===== config.mk =====
export PLATFORM = sky130hd
export DESIGN_NAME = fetch_unit_flat
export DESIGN_NICKNAME = d
export VERILOG_FILES = /design/src/rtl/fetch_unit_pkg.sv /design/src/rtl/fetch_unit_if.sv /design/src/rtl/fetch_unit_buffer.sv /design/src/rtl/fetch_unit.sv /design/src/flat_wrapper.sv
export SDC_FILE = /design/constraint.sdc
export NUM_CORES = 1
export LEC_CHECK = 0
export BUFFER_PORTS_ARGS = -buffer_cell sky130_fd_sc_hd__buf_2
export CORE_ASPECT_RATIO = 0.75
export CORE_UTILIZATION = 25
export CTS_CLUSTER_SIZE = 24
export DETAILED_ROUTE_END_ITERATION = 16
export SYNTH_ARGS = -nofsm -noshare
export SYNTH_HDL_FRONTEND = slang
export SYNTH_SLANG_ARGS = --single-unit

===== constraint.sdc =====
create_clock -name clk -period 8.1 [get_ports clk]
set_input_delay 1.215 -clock clk [delete_from_list [all_inputs] [get_ports clk]]
set_output_delay 1.215 -clock clk [all_outputs]
set_load 0.05 [all_outputs]

===== src/rtl/fetch_unit_pkg.sv =====
// Shared definitions for the instruction-fetch stage.
// Macro: FETCH_PERF_EN (consumed by fetch_unit) adds the perf counter ports.
// Contents:
//   CORE_XLEN / CORE_AW / CORE_RESET_PC : default word width, address width, boot PC
//   fetch_state_t                       : fetch control states
//   fetch_entry_t                       : {pc, instr} pair held in the instruction buffer
package fetch_unit_pkg;

  localparam int CORE_XLEN = 16;
  localparam int CORE_AW   = 16;
  localparam logic [CORE_AW-1:0] CORE_RESET_PC = '0;

  typedef enum logic [1:0] {
    S_BOOT  = 2'd0,
    S_FETCH = 2'd1,
    S_REDIR = 2'd2
  } fetch_state_t;

  typedef struct packed {
    logic [CORE_AW-1:0]   pc;
    logic [CORE_XLEN-1:0] instr;
  } fetch_entry_t;

endpackage


===== src/rtl/fetch_unit_if.sv =====
// Instruction memory read port between the fetch stage (master) and the icache (slave).
// Signals:
//   mem_r_en    master->slave  read request valid, held until granted
//   mem_r_addr  master->slave  read word address
//   mem_r_gnt   slave->master  request accepted this cycle
//   mem_r_valid slave->master  in-order response valid
//   mem_r_data  slave->master  response instruction word
interface fetch_unit_if #(
  parameter int AW   = 16,
  parameter int XLEN = 16
);
  logic            mem_r_en;
  logic [AW-1:0]   mem_r_addr;
  logic            mem_r_gnt;
  logic            mem_r_valid;
  logic [XLEN-1:0] mem_r_data;

  modport master (
    output mem_r_en, mem_r_addr,
    input  mem_r_gnt, mem_r_valid, mem_r_data
  );

  modport slave (
    input  mem_r_en, mem_r_addr,
    output mem_r_gnt, mem_r_valid, mem_r_data
  );
endinterface


===== src/rtl/fetch_unit_buffer.sv =====
// fetch_buffer: synchronous FIFO holding fetched {pc, instr} entries in program order.
// Ports:
//   clk, rst_n        clock, asynchronous active-low reset
//   push_i, data_i    write an entry (accepted when not full, or when popping the same cycle)
//   pop_i             drop the head entry (ignored when empty)
//   flush_i           discard all entries; wins over push/pop
//   data_o            head entry
//   count_o           number of stored entries
//   full_o, empty_o   occupancy flags
module fetch_buffer #(
  parameter int W     = 32,
  parameter int DEPTH = 4
) (
  input  logic                       clk,
  input  logic                       rst_n,
  input  logic                       push_i,
  input  logic [W-1:0]               data_i,
  input  logic                       pop_i,
  input  logic                       flush_i,
  output logic [W-1:0]               data_o,
  output logic [$clog2(DEPTH+1)-1:0] count_o,
  output logic                       full_o,
  output logic                       empty_o
);
  localparam int CW = $clog2(DEPTH + 1);
  localparam int PW = (DEPTH > 1) ? $clog2(DEPTH) : 1;

  logic [W-1:0]  mem_q [DEPTH];
  logic [PW-1:0] wr_q, rd_q;
  logic [CW-1:0] cnt_q;
  logic          do_push, do_pop;

  assign empty_o = (cnt_q == '0);
  assign full_o  = (cnt_q == CW'(DEPTH));
  assign do_pop  = pop_i && !empty_o;
  // A full buffer still accepts a push when the head leaves in the same cycle.
  assign do_push = push_i && (!full_o || do_pop);

  always_ff @(posedge clk or negedge rst_n) begin
    if (!rst_n) begin
      wr_q  <= '0;
      rd_q  <= '0;
      cnt_q <= '0;
    end else if (flush_i) begin
      wr_q  <= '0;
      rd_q  <= '0;
      cnt_q <= '0;
    end else begin
      if (do_push) wr_q <= wr_q + PW'(1);
      if (do_pop)  rd_q <= rd_q + PW'(1);
      cnt_q <= cnt_q + CW'(do_push) - CW'(do_pop);
    end
  end

  always_ff @(posedge clk) begin
    if (do_push && !flush_i) mem_q[wr_q] <= data_i;
  end

  assign data_o  = mem_q[rd_q];
  assign count_o = cnt_q;
endmodule


===== src/rtl/fetch_unit.sv =====
// fetch_unit: instruction-fetch stage. Issues sequential reads to the icache, keeps responses
// in an in-order buffer and hands {pc, instr} to decode through the IF->ID register.
// A branch redirect from EX flushes everything and drops responses still in flight.
// Macro: FETCH_PERF_EN adds perf_flush_cnt / perf_starve_cnt outputs.
// Ports:
//   clk, reset                clock, asynchronous active-low reset
//   stall                     decode cannot accept this cycle
//   ex_if_branch_en/_target   redirect request and new PC
//   mem                       icache read port (fetch_unit_if.master)
//   if_id_valid/_pc/_instr    IF->ID pipeline register
//   perf_flush_cnt            (FETCH_PERF_EN) redirects seen, saturating
//   perf_starve_cnt           (FETCH_PERF_EN) cycles decode was ready but buffer empty, saturating
module fetch_unit
  import fetch_unit_pkg::*;
#(
  parameter int            XLEN      = CORE_XLEN,
  parameter int            AW        = CORE_AW,
  parameter int            BUF_DEPTH = 4,
  parameter int            MAX_OUTST = 4,
  parameter logic [AW-1:0] RESET_PC  = CORE_RESET_PC
) (
  input  logic            clk,
  input  logic            reset,
  input  logic            stall,
  input  logic            ex_if_branch_en,
  input  logic [AW-1:0]   ex_if_branch_target,
  fetch_unit_if.master    mem,
  output logic            if_id_valid,
  output logic [AW-1:0]   if_id_pc,
  output logic [XLEN-1:0] if_id_instr
`ifdef FETCH_PERF_EN
  ,
  output logic [31:0]     perf_flush_cnt,
  output logic [31:0]     perf_starve_cnt
`endif
);
  localparam int CW = $clog2(BUF_DEPTH + 1);
  localparam int EW = AW + XLEN;

  fetch_state_t  state_q, state_d;
  logic [AW-1:0] fetch_pc_q, fetch_pc_d, resp_pc_q, resp_pc_d;
  logic [CW-1:0] outst_q, outst_d, discard_q, discard_d, buf_count;
  logic [CW:0]   inflight;
  logic          buf_full, buf_empty, push, pop, issue, redirect, resp;
  logic [EW-1:0] buf_head;

  assign redirect = ex_if_branch_en;
  assign resp     = mem.mem_r_valid;

  // Buffer space is reserved at issue: requests in flight plus stored entries never exceed
  // the buffer depth, so every response has a slot. The sum only shrinks while a request
  // waits for grant, so mem_r_en cannot drop without a redirect.
  assign inflight       = {1'b0, outst_q} + {1'b0, buf_count};
  assign mem.mem_r_en   = (state_q == S_FETCH) && !redirect &&
                          (inflight < (CW+1)'(BUF_DEPTH)) && (outst_q < CW'(MAX_OUTST));
  assign mem.mem_r_addr = fetch_pc_q;
  assign issue          = mem.mem_r_en && mem.mem_r_gnt;
  assign pop            = !stall && !buf_empty && !redirect;

  always_comb begin
    state_d    = state_q;
    fetch_pc_d = fetch_pc_q;
    resp_pc_d  = resp_pc_q;
    outst_d    = outst_q;
    discard_d  = discard_q;
    push       = 1'b0;

    case (state_q)
      S_BOOT:  state_d = S_FETCH;
      S_FETCH: state_d = S_FETCH;
      S_REDIR: state_d = S_FETCH;
      default: state_d = S_BOOT;
    endcase

    if (redirect) begin
      // No issue can happen this cycle (mem_r_en is gated), so everything still
      // outstanding after this cycle's response is stale and must be dropped.
      state_d    = S_REDIR;
      fetch_pc_d = ex_if_branch_target;
      resp_pc_d  = ex_if_branch_target;
      outst_d    = outst_q - CW'(resp);
      discard_d  = outst_q - CW'(resp);
    end else begin
      if (issue) fetch_pc_d = fetch_pc_q + AW'(1);
      outst_d = outst_q + CW'(issue) - CW'(resp);
      if (resp) begin
        if (discard_q != '0) begin
          discard_d = discard_q - CW'(1);
        end else begin
          push      = 1'b1;
          resp_pc_d = resp_pc_q + AW'(1);
        end
      end
    end
  end

  always_ff @(posedge clk or negedge reset) begin
    if (!reset) begin
      state_q    <= S_BOOT;
      fetch_pc_q <= RESET_PC;
      resp_pc_q  <= RESET_PC;
      outst_q    <= '0;
      discard_q  <= '0;
    end else begin
      state_q    <= state_d;
      fetch_pc_q <= fetch_pc_d;
      resp_pc_q  <= resp_pc_d;
      outst_q    <= outst_d;
      discard_q  <= discard_d;
    end
  end

  fetch_buffer #(.W(EW), .DEPTH(BUF_DEPTH)) u_buf (
    .clk     (clk),
    .rst_n   (reset),
    .push_i  (push),
    .data_i  ({resp_pc_q, mem.mem_r_data}),
    .pop_i   (pop),
    .flush_i (redirect),
    .data_o  (buf_head),
    .count_o (buf_count),
    .full_o  (buf_full),
    .empty_o (buf_empty)
  );

  // IF->ID register: a redirect kills the slot, a stall freezes it.
  always_ff @(posedge clk or negedge reset) begin
    if (!reset) begin
      if_id_valid <= 1'b0;
      if_id_pc    <= '0;
      if_id_instr <= '0;
    end else if (redirect) begin
      if_id_valid <= 1'b0;
    end else if (!stall) begin
      if_id_valid <= !buf_empty;
      if (!buf_empty) {if_id_pc, if_id_instr} <= buf_head;
    end
  end

  assert property (@(posedge clk) disable iff (!reset) !(push && buf_full && !pop));
  assert property (@(posedge clk) disable iff (!reset) !(resp && outst_q == '0));

`ifdef FETCH_PERF_EN
  logic [31:0] flush_cnt_q, starve_cnt_q;

  function automatic logic [31:0] sat_inc(input logic [31:0] v);
    return (v == '1) ? v : v + 32'd1;
  endfunction

  always_ff @(posedge clk or negedge reset) begin
    if (!reset) begin
      flush_cnt_q  <= '0;
      starve_cnt_q <= '0;
    end else begin
      if (redirect) flush_cnt_q <= sat_inc(flush_cnt_q);
      if (!stall && buf_empty && !redirect) starve_cnt_q <= sat_inc(starve_cnt_q);
    end
  end

  assign perf_flush_cnt  = flush_cnt_q;
  assign perf_starve_cnt = starve_cnt_q;
`endif
endmodule


===== src/flat_wrapper.sv =====
// flat-port wrapper written by rule: the top's interface ports become plain ports
module fetch_unit_flat import fetch_unit_pkg::*;
#(
  parameter int            XLEN      = CORE_XLEN,
  parameter int            AW        = CORE_AW,
  parameter int            BUF_DEPTH = 4,
  parameter int            MAX_OUTST = 4,
  parameter logic [AW-1:0] RESET_PC  = CORE_RESET_PC
)
  (clk, reset, stall, ex_if_branch_en, ex_if_branch_target, if_id_valid, if_id_pc, if_id_instr, mem_mem_r_en, mem_mem_r_addr, mem_mem_r_gnt, mem_mem_r_valid, mem_mem_r_data);
  fetch_unit_if #(.AW(AW), .XLEN(XLEN)) mem_i ();
  input  logic clk;
  input  logic reset;
  input  logic stall;
  input  logic ex_if_branch_en;
  input  logic [AW-1:0] ex_if_branch_target;
  output logic if_id_valid;
  output logic [AW-1:0] if_id_pc;
  output logic [XLEN-1:0] if_id_instr;
  output wire logic [$bits(mem_i.mem_r_en)-1:0] mem_mem_r_en;
  output wire logic [$bits(mem_i.mem_r_addr)-1:0] mem_mem_r_addr;
  input wire logic [$bits(mem_i.mem_r_gnt)-1:0] mem_mem_r_gnt;
  input wire logic [$bits(mem_i.mem_r_valid)-1:0] mem_mem_r_valid;
  input wire logic [$bits(mem_i.mem_r_data)-1:0] mem_mem_r_data;
  assign mem_mem_r_en = mem_i.mem_r_en;
  assign mem_mem_r_addr = mem_i.mem_r_addr;
  assign mem_i.mem_r_gnt = mem_mem_r_gnt;
  assign mem_i.mem_r_valid = mem_mem_r_valid;
  assign mem_i.mem_r_data = mem_mem_r_data;
  fetch_unit #(.XLEN(XLEN), .AW(AW), .BUF_DEPTH(BUF_DEPTH), .MAX_OUTST(MAX_OUTST), .RESET_PC(RESET_PC)) u_core (.clk(clk), .reset(reset), .stall(stall), .ex_if_branch_en(ex_if_branch_en), .ex_if_branch_target(ex_if_branch_target), .mem(mem_i), .if_id_valid(if_id_valid), .if_id_pc(if_id_pc), .if_id_instr(if_id_instr));
endmodule

==> impl_metrics.py <==
metrics = {
    "outcome": {
        "status": "completed",
    },
    "pwr": {
        "power_density_nw_per_um2": 309,
        "total_power_mw": 3.14,
        "irDropWorstVdd_uv": 149,
        "leakage_nw": 3.74,
    },
    "cells_and_area": {
        "fin_cells": 1085,
        "diodes": 0,
        "nNetsFinal": 677,
        "area_delta_synth_final_pct": 19.3,
        "final_area_sq_um": 10200,
        "drive_above_1_share_pct": 31.8,
        "fill_cells": 3369,
    },
    "worst_setup_path": {
        "crit_path_cell_trace": "buf_2, buf_4, nand2b_1, nor4_4, buf_2",
        "crit_arrival_ns": 2.66,
        "cp-start-kind": "input port",
        "path_buf_inv": 3,
        "crit_required_ns": 6.88,
        "crit_family": "buffers and inverters",
        "slowest_stage": "nor4_4",
        "crit_top_cell": "buf_2",
        "crit_type": "in -> out",
        "slowest_delay_ns": 0.44,
        "crit_path_end_kind": "output port",
        "worst-path-max-fanout": 52,
        "reg2reg_slack_ns": 5.03,
    },
    "global_routing": {
        "grt_pass1_vias": 4616,
        "grt_pass1_wl_microns": 28300,
        "grt_antenna_before_repair": 0,
        "grt_max_degree": 58,
        "grtUsageTotal_pct": 10.5,
        "grt-ovfl-total": 0,
    },
    "floorplanning": {
        "start_util_pct": 25.4,
        "dieArea_sq_um": 34800,
        "die_x_microns": 215,
        "core_area_sq_um": 33500,
        "ios": 88,
        "dieHeight_microns": 162,
        "rows": 58,
    },
    "detailed_routing": {
        "viasPerCell": 4.31,
        "first_iter_violations": 402,
        "wl_microns": 18100,
        "first_pass_iters": 4,
        "ant_nets": 0,
        "vias": 4671,
        "drcViolationCount": 0,
        "wl_per_cell_microns": 16.7,
    },
    "clocking": {
        "cts_tree": "done",
        "clockBufferDepth": 3,
        "clk_latency_ns": 0.50,
        "cts_buffers": 20,
        "hold_buffers": 0,
        "cts-root-buf": "clkbuf_16",
        "clkTransAtPathRegs_ns": 0.07,
        "cts_max_level": 1,
        "ctsResizeCount": 0,
        "post_cts_buffers": 0,
        "cts_sinks": 208,
    },
    "sta": {
        "post-route-period-util_pct": 47.8,
        "rsz0062_at_grt": "no",
        "setup_viol": 0,
        "fmax_ghz": 0.258,
        "finClkSkew_ns": 0.0123,
        "hold_violations": 0,
        "worst_slew_pin_slew_ns": 0.793,
        "fin_setup_tns_ns": 0,
        "slew_violations": 0,
        "min_period_ns": 3.87,
        "fin_ws_ns": 4.23,
        "relSlewSlack_pct": 47.2,
    },
    "synthesis": {
        "synth_edf_count": 128,
        "syn_avg_cell_area_sq_um": 16.3,
        "dominantRegCellSynth": "edfxtp_1",
        "netlist_instances": 522,
        "synth_cell_types": 52,
        "synth_warnings": 0,
        "yosysSeqAreaShare_pct": 68.6,
        "synth_seq_cells": 208,
        "netlist_area_sq_um": 8520,
        "async_flop_share_pct": 38.5,
        "syn-num-nets": 578,
    },
    "placement": {
        "place_ws_ns": 4.21,
        "dp.cells": 1049,
        "portBuffers": 87,
        "gp_congestion": 0.798,
        "hpwl_microns": 12300,
        "placedInstanceArea_sq_um": 9510,
    },
    "worst_hold_path": {
        "hold_path.class": "reg -> reg",
    },
    "flow_run": {
        "maxCapViolCount": 0,
    },
}
-- final cells by class --
| type | count | area [sq um] | area share, % |
|---|---|---|---|
| Sequential cell | 208 | 5850 | 57.5 |
| Clock buffer | 28 | 551 | 5.42 |
| Clock inverter | 8 | 101 | 0.997 |
| Multi-Input combinational cell | 271 | 2510 | 24.7 |
| Tap cell | 450 | 563 | 5.54 |
| Timing Repair Buffer | 96 | 505 | 4.97 |
| Inverter | 24 | 90.1 | 0.886 |
-- synthesized netlist by cell type, types with 2 or more instances --
library cell | number | area [sq um]
a21o_1 | 2 | 15.0
a21oi_1 | 12 | 60.1
a221o_1 | 3 | 30.0
and2_1 | 5 | 31.3
and3_1 | 3 | 18.8
and4_1 | 3 | 26.3
buf_1 | 6 | 22.5
clkbuf_1 | 11 | 41.3
dfrtp_1 | 80 | 2000
edfxtp_1 | 128 | 3840
fa_1 | 2 | 40.0
ha_1 | 16 | 200
inv_1 | 22 | 82.6
mux2_2 | 37 | 417
mux4_2 | 32 | 721
nand2_1 | 33 | 124
nand2b_1 | 2 | 12.5
nand3_1 | 13 | 65.1
nand4_1 | 8 | 50.1
nor2_1 | 15 | 56.3
nor3_1 | 7 | 35.0
o211ai_1 | 3 | 22.5
o21ai_0 | 19 | 95.1
o221ai_1 | 3 | 26.3
o31a_1 | 2 | 17.5
o31ai_1 | 2 | 15.0
or2_2 | 2 | 12.5
or3_1 | 3 | 18.8
xnor2_1 | 12 | 105
xor2_1 | 14 | 123
-- path summary, 6_finish.rpt --
check | from | depth (start not counted) | end
min | u_core.state_q[0] | 1 | u_core.state_q[0]
max reg2reg | u_core.u_buf.count_o[2] | 10 | u_core.outst_q[2]
max | ex_if_branch_en | 5 | mem_mem_r_en
min reg2reg | u_core.state_q[0] | 1 | u_core.state_q[0]
max in group asynchronous | reset | 2 | u_core.u_buf.rd_q[0]
min in group asynchronous | reset | 1 | u_core.if_id_instr[13]
-- cells in the final DEF (no fill, tap or decap), types with 3 or more instances in the layout --
cell       instances
or3_1              3
and3_1             3
mux4_2            32
o211ai_1           3
inv_1             22
and2_1             5
nor3_1             7
o21ai_0           19
xor2_1            14
o221ai_1           3
nand4_1            8
a21oi_1           12
clkbuf_1           6
nor2_1            15
nand2_1           33
ha_1              16
clkbuf_16         20
xnor2_1           12
a221o_1            3
buf_2             86
buf_4             10
nand3_1           13
clkinv_1           3
mux2_2            37
edfxtp_1         128
dfrtp_1           79
and4_1             3
-- stage by stage --
step                      util, %  hold slack, ns
after global routing         30.3           0.486
after CTS                    30.3           0.449
after floorplan                 -           0.421
after detailed placement     28.4           0.440
final                        30.3           0.444
after global placement       28.4           0.440
-- metal layers --
layer	vias up	global-route usage, %	wire length (microns)
li1	2180	-	-
met1	2332	16.5	9080
met2	139	15.1	7550
met3	20	1.95	1240
met4	0	1.81	260
met5	-	0	0
-- cell families (layout without fill, tap and decap cells) --
| kind of cell | after synthesis | in the layout | share of synthesized area, % |
|---|---|---|---|
| DFF | 208 | 208 | 68.6 |
| and+or+nand+nor | 102 | 102 | 6.23 |
| muxes | 70 | 70 | 13.5 |
| AOI/OAI and AO/OA | 55 | 55 | 4.23 |
| buffers and inverters | 43 | 156 | 2.00 |
| xor gates and xnor gates | 26 | 26 | 2.67 |
| adders and majority gates | 18 | 18 | 2.82 |
-- worst reg2reg max path, stage by stage (launching register included) --
cell and delay, ns:
dfrtp_1 0.43, ha_1 0.22, or4_4 0.56, nor4_4 0.56, nand2_4 0.17, inv_2 0.22, ha_1 0.21, fa_1 0.19
xor2_1 0.13, o21ai_0 0.10, xor2_1 0.17
-- flip-flops by register name, summed over array words and instances (netlist names), 3 cells and up --
| name | flops |
|---|---|
| u_core.mem.mem_r_addr | 16 |
| u_core.u_buf.mem_q | 128 |
| u_core.resp_pc_q | 16 |
| u_core.outst_q | 3 |
| u_core.discard_q | 3 |
| u_core.if_id_pc | 16 |
| u_core.if_id_instr | 16 |
| u_core.u_buf.count_o | 3 |
-- report_power, final --
group          total (mW)  internal [mW]  switching, mW
logic               0.839          0.291          0.548
registers            1.38           1.27          0.110
clock network       0.929          0.541          0.388
total                3.14           2.10           1.05
Power figures use the tool's default switching activity.
